$ cat src/rtl/mem_pkg.sv
// rtl/mem_pkg.sv - shared types, widths and helpers for the memory-cycle sequencer
package mem_pkg;

    typedef enum logic [1:0] {
        IDLE,
        REQ,
        WAIT_DROP,
        FIN
    } state_t;

    localparam int AW  = 16;
    localparam int DW  = 16;
    localparam int NBW = 4;

    // Bits needed to count 0..v-1; never less than one bit.
    function automatic int clog2(input int v);
        int r;
        r = 1;
        for (int i = 1; i < 32; i++) begin
            if (((v - 1) >> i) != 0) begin
                r = i + 1;
            end
        end
        return r;
    endfunction

endpackage

$ cat src/rtl/mem_timeout.sv
// rtl/mem_timeout.sv - answer-timeout up-counter with clear, enable and terminal count
module mem_timeout
    import mem_pkg::*;
#(
    parameter int TIMEOUT = 64,
    parameter int CW      = clog2(TIMEOUT)
) (
    input  logic clk_sys,
    input  logic rst_,
    input  logic clr,
    input  logic en,
    output logic tc
);

    logic [CW-1:0] cnt_q, cnt_d;

    // Saturates at the terminal count so a stalled enable cannot wrap.
    always_comb begin
        cnt_d = cnt_q;
        if (clr) begin
            cnt_d = '0;
        end else if (en && !tc) begin
            cnt_d = cnt_q + 1'b1;
        end
    end

    always_ff @(posedge clk_sys or negedge rst_) begin
        if (!rst_) begin
            cnt_q <= '0;
        end else begin
            cnt_q <= cnt_d;
        end
    end

    assign tc = (cnt_q == CW'(TIMEOUT - 1));

endmodule

$ cat src/rtl/mem_cycle.sv
// rtl/mem_cycle.sv - four-phase memory bus cycle sequencer; MEM_RETRY_EN adds one retry on pe
module mem_cycle
    import mem_pkg::*;
#(
    parameter int TIMEOUT = 64
) (
    input  logic           clk_sys,
    input  logic           rst_,
    input  logic           start_rd,
    input  logic           start_wr,
    input  logic [AW-1:0]  dad_,
    input  logic [DW-1:0]  ddt_,
    input  logic [NBW-1:0] nb,
    output logic           req,
    output logic           w,
    output logic           r,
    output logic [AW-1:0]  ad,
    output logic [DW-1:0]  dt_out,
    output logic [NBW-1:0] nb_out,
    input  logic           ok,
    input  logic           pe,
    input  logic [DW-1:0]  dt_in,
    output logic [DW-1:0]  rdt_,
    output logic           busy,
    output logic           done,
    output logic           alarm,
    output logic           perr
);

    state_t         state_q, state_d;
    logic           ok_q, pe_q;
    logic [DW-1:0]  dt_in_q;
    logic           req_q, req_d, w_q, w_d, r_q, r_d;
    logic [AW-1:0]  ad_q, ad_d;
    logic [DW-1:0]  dt_out_q, dt_out_d;
    logic [NBW-1:0] nb_out_q, nb_out_d;
    logic [DW-1:0]  rdt_q, rdt_d;
    logic           busy_q, busy_d, done_q, done_d;
    logic           alarm_q, alarm_d, perr_q, perr_d;
    logic           is_wr_q, is_wr_d;
    logic           alarm_pend_q, alarm_pend_d, perr_pend_q, perr_pend_d;
    logic           tmo_clr, tmo_en, tmo_tc;
`ifdef MEM_RETRY_EN
    logic           retry_q, retry_d, reissue_q, reissue_d;
`endif

    mem_timeout #(.TIMEOUT(TIMEOUT)) u_timeout (
        .clk_sys (clk_sys),
        .rst_    (rst_),
        .clr     (tmo_clr),
        .en      (tmo_en),
        .tc      (tmo_tc)
    );

    always_comb begin
        state_d      = state_q;
        req_d        = req_q;
        w_d          = w_q;
        r_d          = r_q;
        ad_d         = ad_q;
        dt_out_d     = dt_out_q;
        nb_out_d     = nb_out_q;
        rdt_d        = rdt_q;
        busy_d       = busy_q;
        done_d       = 1'b0;
        alarm_d      = 1'b0;
        perr_d       = 1'b0;
        is_wr_d      = is_wr_q;
        alarm_pend_d = alarm_pend_q;
        perr_pend_d  = perr_pend_q;
        tmo_clr      = 1'b0;
        tmo_en       = 1'b0;
`ifdef MEM_RETRY_EN
        retry_d      = retry_q;
        reissue_d    = reissue_q;
`endif
        case (state_q)
            IDLE: begin
                // done_q high means busy dropped this cycle; that start is refused.
                if ((start_rd || start_wr) && !done_q) begin
                    ad_d         = ~dad_;
                    nb_out_d     = nb;
                    if (start_wr) begin
                        dt_out_d = ~ddt_;
                    end
                    is_wr_d      = start_wr;
                    req_d        = 1'b1;
                    w_d          = start_wr;
                    r_d          = !start_wr;
                    busy_d       = 1'b1;
                    alarm_pend_d = 1'b0;
                    perr_pend_d  = 1'b0;
                    tmo_clr      = 1'b1;
`ifdef MEM_RETRY_EN
                    retry_d      = 1'b0;
                    reissue_d    = 1'b0;
`endif
                    state_d      = REQ;
                end
            end
            REQ: begin
                tmo_en = 1'b1;
                if (pe_q) begin
                    req_d   = 1'b0;
                    w_d     = 1'b0;
                    r_d     = 1'b0;
                    state_d = WAIT_DROP;
`ifdef MEM_RETRY_EN
                    if (!retry_q) begin
                        retry_d   = 1'b1;
                        reissue_d = 1'b1;
                    end else begin
                        perr_pend_d = 1'b1;
                    end
`else
                    perr_pend_d = 1'b1;
`endif
                end else if (ok_q) begin
                    if (!is_wr_q) begin
                        rdt_d = ~dt_in_q;
                    end
                    req_d   = 1'b0;
                    w_d     = 1'b0;
                    r_d     = 1'b0;
                    state_d = WAIT_DROP;
                end else if (tmo_tc) begin
                    req_d        = 1'b0;
                    w_d          = 1'b0;
                    r_d          = 1'b0;
                    alarm_pend_d = 1'b1;
                    state_d      = FIN;
                end
            end
            WAIT_DROP: begin
                if (!ok_q && !pe_q) begin
`ifdef MEM_RETRY_EN
                    if (reissue_q) begin
                        reissue_d = 1'b0;
                        req_d     = 1'b1;
                        w_d       = is_wr_q;
                        r_d       = !is_wr_q;
                        tmo_clr   = 1'b1;
                        state_d   = REQ;
                    end else begin
                        state_d = FIN;
                    end
`else
                    state_d = FIN;
`endif
                end
            end
            FIN: begin
                done_d  = 1'b1;
                alarm_d = alarm_pend_q;
                perr_d  = perr_pend_q;
                busy_d  = 1'b0;
                state_d = IDLE;
            end
            default: state_d = IDLE;
        endcase
    end

    always_ff @(posedge clk_sys or negedge rst_) begin
        if (!rst_) begin
            state_q      <= IDLE;
            ok_q         <= 1'b0;
            pe_q         <= 1'b0;
            dt_in_q      <= '0;
            req_q        <= 1'b0;
            w_q          <= 1'b0;
            r_q          <= 1'b0;
            ad_q         <= '0;
            dt_out_q     <= '0;
            nb_out_q     <= '0;
            rdt_q        <= '1;
            busy_q       <= 1'b0;
            done_q       <= 1'b0;
            alarm_q      <= 1'b0;
            perr_q       <= 1'b0;
            is_wr_q      <= 1'b0;
            alarm_pend_q <= 1'b0;
            perr_pend_q  <= 1'b0;
        end else begin
            state_q      <= state_d;
            ok_q         <= ok;
            pe_q         <= pe;
            dt_in_q      <= dt_in;
            req_q        <= req_d;
            w_q          <= w_d;
            r_q          <= r_d;
            ad_q         <= ad_d;
            dt_out_q     <= dt_out_d;
            nb_out_q     <= nb_out_d;
            rdt_q        <= rdt_d;
            busy_q       <= busy_d;
            done_q       <= done_d;
            alarm_q      <= alarm_d;
            perr_q       <= perr_d;
            is_wr_q      <= is_wr_d;
            alarm_pend_q <= alarm_pend_d;
            perr_pend_q  <= perr_pend_d;
        end
    end

`ifdef MEM_RETRY_EN
    always_ff @(posedge clk_sys or negedge rst_) begin
        if (!rst_) begin
            retry_q   <= 1'b0;
            reissue_q <= 1'b0;
        end else begin
            retry_q   <= retry_d;
            reissue_q <= reissue_d;
        end
    end
`endif

    assign req    = req_q;
    assign w      = w_q;
    assign r      = r_q;
    assign ad     = ad_q;
    assign dt_out = dt_out_q;
    assign nb_out = nb_out_q;
    assign rdt_   = rdt_q;
    assign busy   = busy_q;
    assign done   = done_q;
    assign alarm  = alarm_q;
    assign perr   = perr_q;

endmodule

$ cat config.mk
export PLATFORM = sky130hd
export DESIGN_NAME = mem_cycle
export DESIGN_NICKNAME = d
export VERILOG_FILES = /design/src/rtl/mem_pkg.sv /design/src/rtl/mem_timeout.sv /design/src/rtl/mem_cycle.sv
export SDC_FILE = /design/constraint.sdc
export NUM_CORES = 1
export LEC_CHECK = 0
export CORE_MARGIN = 2
export CORE_UTILIZATION = 45
export CTS_CLUSTER_DIAMETER = 200
export DETAILED_ROUTE_END_ITERATION = 6
export PLACE_DENSITY = 0.8
export SETUP_SLACK_MARGIN = 0.02
export SLEW_MARGIN = 20
export SYNTH_ARGS = -nofsm -noshare
export SYNTH_HDL_FRONTEND = slang
export SYNTH_SLANG_ARGS = --single-unit
export TNS_END_PERCENT = 10
$ cat constraint.sdc
create_clock -name clk_sys -period 2.02 [get_ports clk_sys]
set_input_delay 0.303 -clock clk_sys [delete_from_list [all_inputs] [get_ports clk_sys]]
set_output_delay 0.303 -clock clk_sys [all_outputs]
set_load 0.01 [all_outputs]
==> flow_metrics.tcl, run 1 <==
set metrics [dict create \
    grt_first_pass_wirelength_mm 11.9 \
    syn2layout_area_growth_pct 46.5 \
    grt_pass1_vias 2572 \
    drive_gt1_frac 0.194 \
    grt_overflow_total 0 \
    fin_area_um2 4850 \
    worstPathRequired_ns 2.29 \
    synth_warnings 0 \
    htree_num_levels 3 \
    synth_largest_area_cell "dfrtp_1" \
    syn_area_per_cell_um2 11.9 \
    cp_slowest_cell "or4b_2" \
    core_area_um2 7180 \
    vdd_ir_drop_max_v 0.000753 \
    end_kind "flip-flop" \
    syn-num-nets 342 \
    grt_max_degree 89 \
    drt_iter0_markers 102 \
    clockBufferDepth 2 \
    firstDrtPassIters 4 \
    period_share 0.924 \
    synthTopCellsByArea "dfrtp_1 (54%), dfstp_2 (13%), nand2_1 (5.9%)" \
    switching_power_w 0.00228 \
    syn_inst 278 \
    skew_ns 0.0119 \
    rsz0062_at_grt "true" \
    cts-root-buf "clkbuf_8" \
    num_io_pins 117 \
    synthArstFlopShare 1.00 \
    powerDensity_nw_per_um2 1450 \
    tritoncts "yes" \
    die_x_um 89.7 \
    worst_hold_slack_ns 0.389 \
    worstRegToRegCells 7 \
    crit_family "simple AND/OR/NAND/NOR gates" \
    critical-path-max-stage-delay_ns 0.65 \
    worstSetupPathType "flip-flop to flip-flop" \
    hold_violations 0 \
    dp.cells 489 \
    slew_violations 0 \
    clkLatencyLatePin_ns 0.35 \
    path_buf_inv 3 \
    crit_end "rdt_[3]$_DFFE_PN1P_" \
    seq_area_frac_synth 0.672 \
    drt_wl_total_mm 6.84 \
    layout_min_cycle_time_ns 1.87 \
    final-instance-count-excl-fill 506 \
    crit_path_cell_trace "inv_1, ha_4, inv_2, or4b_2, buf_12, nand2_2, o21ai_2" \
    p_seq_frac 0.414 \
    p_leak_nw 2.08 \
    clk_pin_slew_ns 0.08 \
    io_buffers 116 \
    final_antenna_net_count 0 \
    p_int_w 0.00477 \
    synth_top_area_frac 0.545 \
    route.detailed.drc 0 \
    cp.arrival_ns 2.14 \
    clock-sinks 88 \
    synth.distinct_cells 37 \
    numCtsBuffers 9 \
    cap_violations 0 \
    startpoint_type "flip-flop" \
    dp_hpwl_mm 4.86 \
    setup_viol 0 \
    ys_top_cells_by_count "dfrtp_1 (72), nand2_1 (52), o21ai_0 (36)" \
    vias 2416 \
    grt_use_total 0.185 \
    vias_per_cell 4.77 \
    finalNetCount 466 \
    r2r-start "state_q[1]$_DFFE_PN0P_" \
    relSlewSlack 0.618 \
    status "complete, no violations" \
    worstPathMaxFanout 32 \
    diodes 0 \
    rr_endpoint "rdt_[3]$_DFFE_PN1P_" \
    cts_setup_buffers 0 \
    start_util 0.461 \
    startpoint "state_q[1]$_DFFE_PN0P_" \
    clock_power_share 0.187 \
    min-delay-start "dt_in_q[1]$_DFF_PN0_" \
    antenna_found_initial 0 \
    dpl_cell_area_um2 4600 \
    hold_class "flip-flop to flip-flop" \
    fin_tns_setup_ns 0 \
    design.die.area_um2 8050 \
    yosysMostFrequentCell "dfrtp_1" \
    ys_ff_latch 88 \
    row_count 31 \
    cp.depth 7 \
    wl_per_cell_um 13.5 \
    switching_share 0.324 \
    synth_flop_cell "dfrtp_1" \
    syn_area_um2 3310 \
    gp_congestion 0.855 \
    synth_edf_count 0 \
    die_y_um 89.7 \
    power_frac_comb 0.399 \
    fmax_mhz 536 \
    worst_slew_pin_slew_ns 0.566 \
    r2r_slack_ns 0.15 \
]
routing by layer:
metal	vias to the layer above	GRT usage	wire length (um)
met5	-	0	0
met4	0	0.0897	131
met3	13	0.0536	421
met2	88	0.304	3390
met1	1136	0.225	2890
li1	1179	-	-
metrics by stage:
stage | utilization | power (W) | worst slack, ns
6_report | 0.676 | 0.00705 | 0.153
5_1_grt | 0.676 | 0.00754 | 0.0158
4_1_cts | 0.674 | 0.00713 | 0.0920
3_5_place_dp | 0.642 | 0.00578 | 0.113
3_3_place_gp | 0.642 | 0.00563 | 0.174
2_1_floorplan | - | 0.00421 | 0.289
power by group through the flow:
| stage | sequential [W] | combinational (W) | clock (W) |
|---|---|---|---|
| finish | 0.00292 | 0.00281 | 0.00132 |
| global route | 0.00301 | 0.00310 | 0.00143 |
| CTS | 0.00292 | 0.00285 | 0.00136 |
| detailed placement | 0.00294 | 0.00284 | 0 |
| global placement | 0.00291 | 0.00272 | 0 |
| floorplan | 0.00316 | 0.00105 | 0 |
worst min-delay path by stage:
stage | slack [ns] | cells past startpoint | to
2_1_floorplan | 0.007 | 0 | ad[0]$_DFFE_PN0P_
4_1_cts | 0.37 | 1 | dt_in_q[10]$_DFF_PN0_
6_report | 0.39 | 1 | rdt_[1]$_DFFE_PN1P_
3_5_place_dp | 0.38 | 2 | r$_DFFE_PN0P_
3_3_place_gp | 0.38 | 2 | r$_DFFE_PN0P_
5_1_grt | 0.37 | 1 | dt_in_q[7]$_DFF_PN0_
cells in the final DEF (no fill, tap or decap), types with 2 or more instances in the layout:
cell | netlist | layout
clkbuf_8 | 0 | 10
inv_1 | 5 | 5
ha_1 | 6 | 5
dfstp_2 | 16 | 16
o2bb2ai_1 | 3 | 3
o21ai_2 | 18 | 19
o21ai_0 | 36 | 36
bufinv_16 | 0 | 2
nand2_1 | 52 | 52
nand2_2 | 14 | 14
buf_12 | 0 | 2
clkinvlp_4 | 0 | 2
buf_4 | 0 | 7
o31ai_1 | 2 | 2
clkdlybuf4s50_1 | 0 | 115
and2_1 | 2 | 2
dfrtp_1 | 72 | 72
a21oi_1 | 5 | 5
a31oi_1 | 3 | 3
nand3_1 | 3 | 3
nor2_1 | 10 | 10
layout make-up:
type	count	area, um^2
timing repair buffer	125	1250
clock inverter	5	80.1
inverter	6	22.5
multi-input combinational	172	1000
fill	556	2330
tap	99	124
sequential	88	2220
clock buffer	11	141
kinds of logic (layout without fill, tap and decap cells):
family,after synthesis,after routing,share of synthesized area
flip-flops,88,88,0.672
AND/OR/NAND/NOR,88,88,0.121
AO/OA/AOI/OAI,75,75,0.146
buffers and inverters,18,147,0.0299
adder cells (fa/ha/maj),6,6,0.0227
multiplexers,2,2,0.00643
XOR/XNOR,1,1,0.00265
repair_timing:
item                                   CTS  global route
setup endpoints to repair                0            17
hold buffers                             1             0
endpoints found under the hold margin   23             0
gates resized for setup                  0             2
registers in the layout (all words and copies together), names as in the netlist:
register / count
busy: 1
is_wr_q: 1
alarm: 1
perr: 1
perr_pend_q: 1
ok_q: 1
done: 1
req: 1
state_q: 2
u_timeout.cnt_q: 6
alarm_pend_q: 1
ad: 16
pe_q: 1
nb_out: 4
dt_in_q: 16
dt_out: 16
rdt_: 16
r: 1
w: 1
Power figures use the tool's default switching activity.
==> run 2, diff against run 1 <==
--- a/config.mk
+++ b/config.mk
@@ -9,6 +9,7 @@
 export CORE_UTILIZATION = 45
 export CTS_CLUSTER_DIAMETER = 200
 export DETAILED_ROUTE_END_ITERATION = 6
+export GPL_TIMING_DRIVEN = 0
 export PLACE_DENSITY = 0.8
 export SETUP_SLACK_MARGIN = 0.02
 export SLEW_MARGIN = 20
==> flow_metrics.tcl, run 2 (same netlist as run 1, synthesis figures left out) <==
set metrics [dict create \
    status "complete, no violations" \
    hold_violations 0 \
    clock-sinks 88 \
    htree_num_levels 3 \
    antenna_found_initial 0 \
    fmax_mhz 531 \
    core_area_um2 7180 \
    io_buffers 116 \
    p_leak_nw 2.12 \
    layout_min_cycle_time_ns 1.88 \
    drive_gt1_frac 0.189 \
    vdd_ir_drop_max_v 0.000698 \
    final_antenna_net_count 0 \
    post-route-util 0.682 \
    grt_pass1_vias 2501 \
    tritoncts "yes" \
    skew_ns 0.00966 \
    grt_use_total 0.191 \
    dpl_cell_area_um2 4610 \
    wl_per_cell_um 14.0 \
    crit_path_cell_trace "inv_1, ha_1, buf_6, inv_2, or4b_1, buf_2, buf_6, nand2_2, o21ai_2" \
    setup_viol 0 \
    die_y_um 89.7 \
    num_io_pins 117 \
    cap_violations 0 \
    end_kind "flip-flop" \
    grt_max_degree 47 \
    worst_slew_pin_slew_ns 0.659 \
    worstPathMaxFanout 10 \
    startpoint_type "flip-flop" \
    cts_setup_buffers 0 \
    route.detailed.drc 0 \
    grt_first_pass_wirelength_mm 12.2 \
    die_x_um 89.7 \
    syn2layout_area_growth_pct 48.0 \
    clkLatencyLatePin_ns 0.35 \
    dp_hpwl_mm 5.20 \
    firstDrtPassIters 4 \
    design.die.area_um2 8050 \
    drt_wl_total_mm 7.18 \
    hold_class "input pin to flip-flop" \
    cp.arrival_ns 2.16 \
    row_count 31 \
    fin_tns_setup_ns 0 \
    rsz0062_at_grt "true" \
    clockBufferDepth 2 \
    drt_iter0_markers 118 \
    diodes 0 \
    vias 2444 \
    finalNetCount 471 \
    final_cell_mix "clkdlybuf4s50_1 (115), dfrtp_1 (72), nand2_1 (52)" \
    path_common_cell "buf_6" \
    powerDensity_nw_per_um2 1490 \
    cts-root-buf "clkbuf_8" \
    gp_congestion 0.771 \
    final_common_cell "clkdlybuf4s50_1" \
    cp_slowest_cell "or4b_1" \
    grt_overflow_total 0 \
    worstSetupPathType "flip-flop to flip-flop" \
    period_share 0.933 \
    relSlewSlack 0.558 \
    r2r_slack_ns 0.14 \
    numCtsBuffers 9 \
    start_util 0.461 \
    vias_per_cell 4.78 \
    clk_pin_slew_ns 0.08 \
    worstPathRequired_ns 2.30 \
    fin_area_um2 4900 \
    slew_violations 0 \
    critical-path-max-stage-delay_ns 0.46 \
]
-- run 2: per-layer routing --
layer	wire, um	vias up	part of all wire	global-route usage
met5	0	-	0	0
met2	3490	76	0.49	0.313
met1	3150	1170	0.44	0.241
met3	417	9	0.058	0.0553
met4	119	0	0.017	0.0769
li1	-	1189	-	-
-- run 2: critical path: cells and delay by family (launching register included) --
kind                     cells  cell delay (ns)
adder cells (fa/ha/maj)      1             0.17
AND/OR/NAND/NOR              2             0.54
flip-flops                   1             0.43
buffers and inverters        5             0.65
AO/OA/AOI/OAI                1             0.05
-- run 2: area by class of cell --
| cell class | instances | area, um^2 |
|---|---|---|
| fill | 545 | 2280 |
| multi-input combinational | 172 | 987 |
| timing repair buffer | 118 | 1190 |
| clock inverter | 5 | 129 |
| inverter | 6 | 22.5 |
| buffer | 12 | 81.3 |
| tap | 99 | 124 |
| clock buffer | 11 | 141 |
| sequential | 88 | 2220 |
-- run 2: final timing paths --
check,start,to,cells after the start
worst max-delay path,state_q[1]$_DFFE_PN0P_,rdt_[3]$_DFFE_PN1P_,9
worst min-delay path,ok,ok_q$_DFF_PN0_,1
worst max register to register,state_q[1]$_DFFE_PN0P_,rdt_[3]$_DFFE_PN1P_,9
worst min register to register,dt_in_q[14]$_DFF_PN0_,rdt_[14]$_DFFE_PN1P_,1
max in group asynchronous,rst_,rdt_[0]$_DFFE_PN1P_,3
min in group asynchronous,rst_,done$_DFF_PN0_,2
-- run 2: per-stage QoR --
step	worst slack (ns)	total power, W	instances	hold slack (ns)
after CTS	0.0899	0.00736	511	0.368
after detailed placement	0.104	0.00576	494	0.329
final	0.135	0.00729	511	0.385
after floorplan	0.289	0.00421	278	0.00741
after global routing	-0.0234	0.00777	511	0.364
after global placement	-2.35	0.00564	493	0.383
-- run 2: report_power, final --
part	leakage [nW]	switching, W	internal, W	total, W
sequential	1.06	0.000387	0.00251	0.00290
combinational	0.923	0.00130	0.00151	0.00280
clock	0.134	0.000607	0.000984	0.00159
-- run 2: what timing repair did --
action | in CTS | in global routing
setup endpoints to repair | 0 | 29
gates resized for setup | 0 | 9
hold endpoints to repair | 35 | 0
hold buffers | 1 | 0
==> run 3, diff against run 2 <==
--- a/config.mk
+++ b/config.mk
@@ -7,11 +7,11 @@
 export LEC_CHECK = 0
 export CORE_MARGIN = 2
 export CORE_UTILIZATION = 45
-export CTS_CLUSTER_DIAMETER = 200
 export DETAILED_ROUTE_END_ITERATION = 6
 export GPL_TIMING_DRIVEN = 0
 export PLACE_DENSITY = 0.8
 export SETUP_SLACK_MARGIN = 0.02
+export SKIP_CTS_REPAIR_TIMING = 1
 export SLEW_MARGIN = 20
 export SYNTH_ARGS = -nofsm -noshare
 export SYNTH_HDL_FRONTEND = slang
==> flow_metrics.tcl, run 3 (same netlist as run 1, synthesis figures left out) <==
set metrics [dict create \
    startpoint "state_q[1]$_DFFE_PN0P_" \
    slew_violations 0 \
    drt_iter0_markers 102 \
    vias_per_cell 4.79 \
    wl_per_cell_um 14.0 \
    skew_ns 0.00963 \
    clock_power_share 0.217 \
    worstRegToRegCells 9 \
    worst_slew_pin_slew_ns 0.663 \
    num_io_pins 117 \
    vias 2450 \
    layout_min_cycle_time_ns 1.88 \
    setup_viol 0 \
    grt_use_total 0.191 \
    die_y_um 89.7 \
    final_cell_mix "clkdlybuf4s50_1 (115), dfrtp_1 (72), nand2_1 (52)" \
    clkLatencyLatePin_ns 0.35 \
    cp.arrival_ns 2.16 \
    cts-root-buf "clkbuf_8" \
    switching_share 0.314 \
    drt_wl_total_mm 7.16 \
    period_share 0.932 \
    die_x_um 89.7 \
    worstPathRequired_ns 2.30 \
    grt_overflow_total 0 \
    finalNetCount 471 \
    diodes 0 \
    clockBufferDepth 2 \
    row_count 31 \
    startpoint_type "flip-flop" \
    drive_gt1_frac 0.189 \
    power.total_w 0.00729 \
    min-delay-start "ok" \
    syn2layout_area_growth_pct 48.0 \
    grt_max_degree 47 \
    firstDrtPassIters 4 \
    route.detailed.drc 0 \
    clock-sinks 88 \
    relSlewSlack 0.556 \
    design.die.area_um2 8050 \
    antenna_found_initial 0 \
    final_antenna_net_count 0 \
    switching_power_w 0.00229 \
    timing.final.ws_setup_ns 0.137 \
    htree_num_levels 3 \
    worstSetupPathType "flip-flop to flip-flop" \
    fmax_mhz 531 \
    status "complete, no violations" \
    gp_congestion 0.771 \
    p_seq_frac 0.398 \
    holdPathStages 1 \
    core_area_um2 7180 \
    hold_class "input pin to flip-flop" \
    vdd_ir_drop_max_v 0.000697 \
    hold_violations 0 \
    grt_pass1_vias 2501 \
    start_util 0.461 \
    final_common_cell "clkdlybuf4s50_1" \
    r2r-start "state_q[1]$_DFFE_PN0P_" \
    powerDensity_nw_per_um2 1490 \
    post-place-ws_ns 0.104 \
    worstPathMaxFanout 10 \
    io_buffers 116 \
    grt_first_pass_wirelength_mm 12.2 \
    clk_pin_slew_ns 0.08 \
    dp_hpwl_mm 5.20 \
    rsz0062_at_grt "true" \
    p_leak_nw 2.12 \
    tritoncts "yes" \
    end_kind "flip-flop" \
    p_int_w 0.00500 \
    numCtsBuffers 9 \
    cap_violations 0 \
    power_frac_comb 0.385 \
]
run 3: cell counts in the layout (fill, tap and decap cells not counted):
Identical to the previous run, type by type.
run 3: worst paths after layout:
path,slack (ns),end
max in group asynchronous,0.86,rdt_[0]$_DFFE_PN1P_
min in group asynchronous,0.48,r$_DFFE_PN0P_
setup reg to reg,0.14,rdt_[3]$_DFFE_PN1P_
hold / removal,0.39,ok_q$_DFF_PN0_
setup / recovery,0.14,rdt_[3]$_DFFE_PN1P_
hold reg to reg,0.40,rdt_[14]$_DFFE_PN1P_
run 3: power by group through the flow:
stage,clock network (W),registers [W],logic [W]
finish,0.00158,0.00290,0.00280
CTS,0.00161,0.00290,0.00284
global route,0.00170,0.00298,0.00309
floorplan,0,0.00316,0.00105
detailed placement,0,0.00293,0.00283
global placement,0,0.00291,0.00273
run 3: per-layer routing:
layer	GRT usage	wire (um)	part of all wire	vias up
met2	0.313	3520	0.49	79
met5	0	0	0	-
met4	0.0769	119	0.017	0
met1	0.240	3100	0.43	1173
li1	-	-	-	1189
met3	0.0553	419	0.059	9
run 3: critical path, cell delays in order, from the launching register on:
cell and delay [ns]:
dfrtp_1 0.43, inv_1 0.13, ha_1 0.17, buf_6 0.14
inv_2 0.04, or4b_1 0.46, buf_2 0.18, buf_6 0.16
nand2_2 0.08, o21ai_2 0.05
run 3: cell type report:
cell class | instances | area [um^2]
repair buffers | 118 | 1190
multi-input cells | 172 | 987
flip-flops and latches | 88 | 2220
inverters | 6 | 22.5
plain buffers | 12 | 81.3
clock buffers | 11 | 141
well taps | 99 | 124
clock inverters | 5 | 129
fillers | 545 | 2280
run 3: through the flow:
stage               hold slack [ns]  setup TNS [ns]  utilization  std cells  area (um^2)
finish                        0.386               0        0.682        511         4900
global placement              0.383         -190.41        0.640        493         4590
global route                  0.364         -0.0252        0.682        511         4900
CTS                         -0.0527               0        0.680        510         4880
floorplan                   0.00741               0            -        278         3310
detailed placement            0.329               0        0.643        494         4610
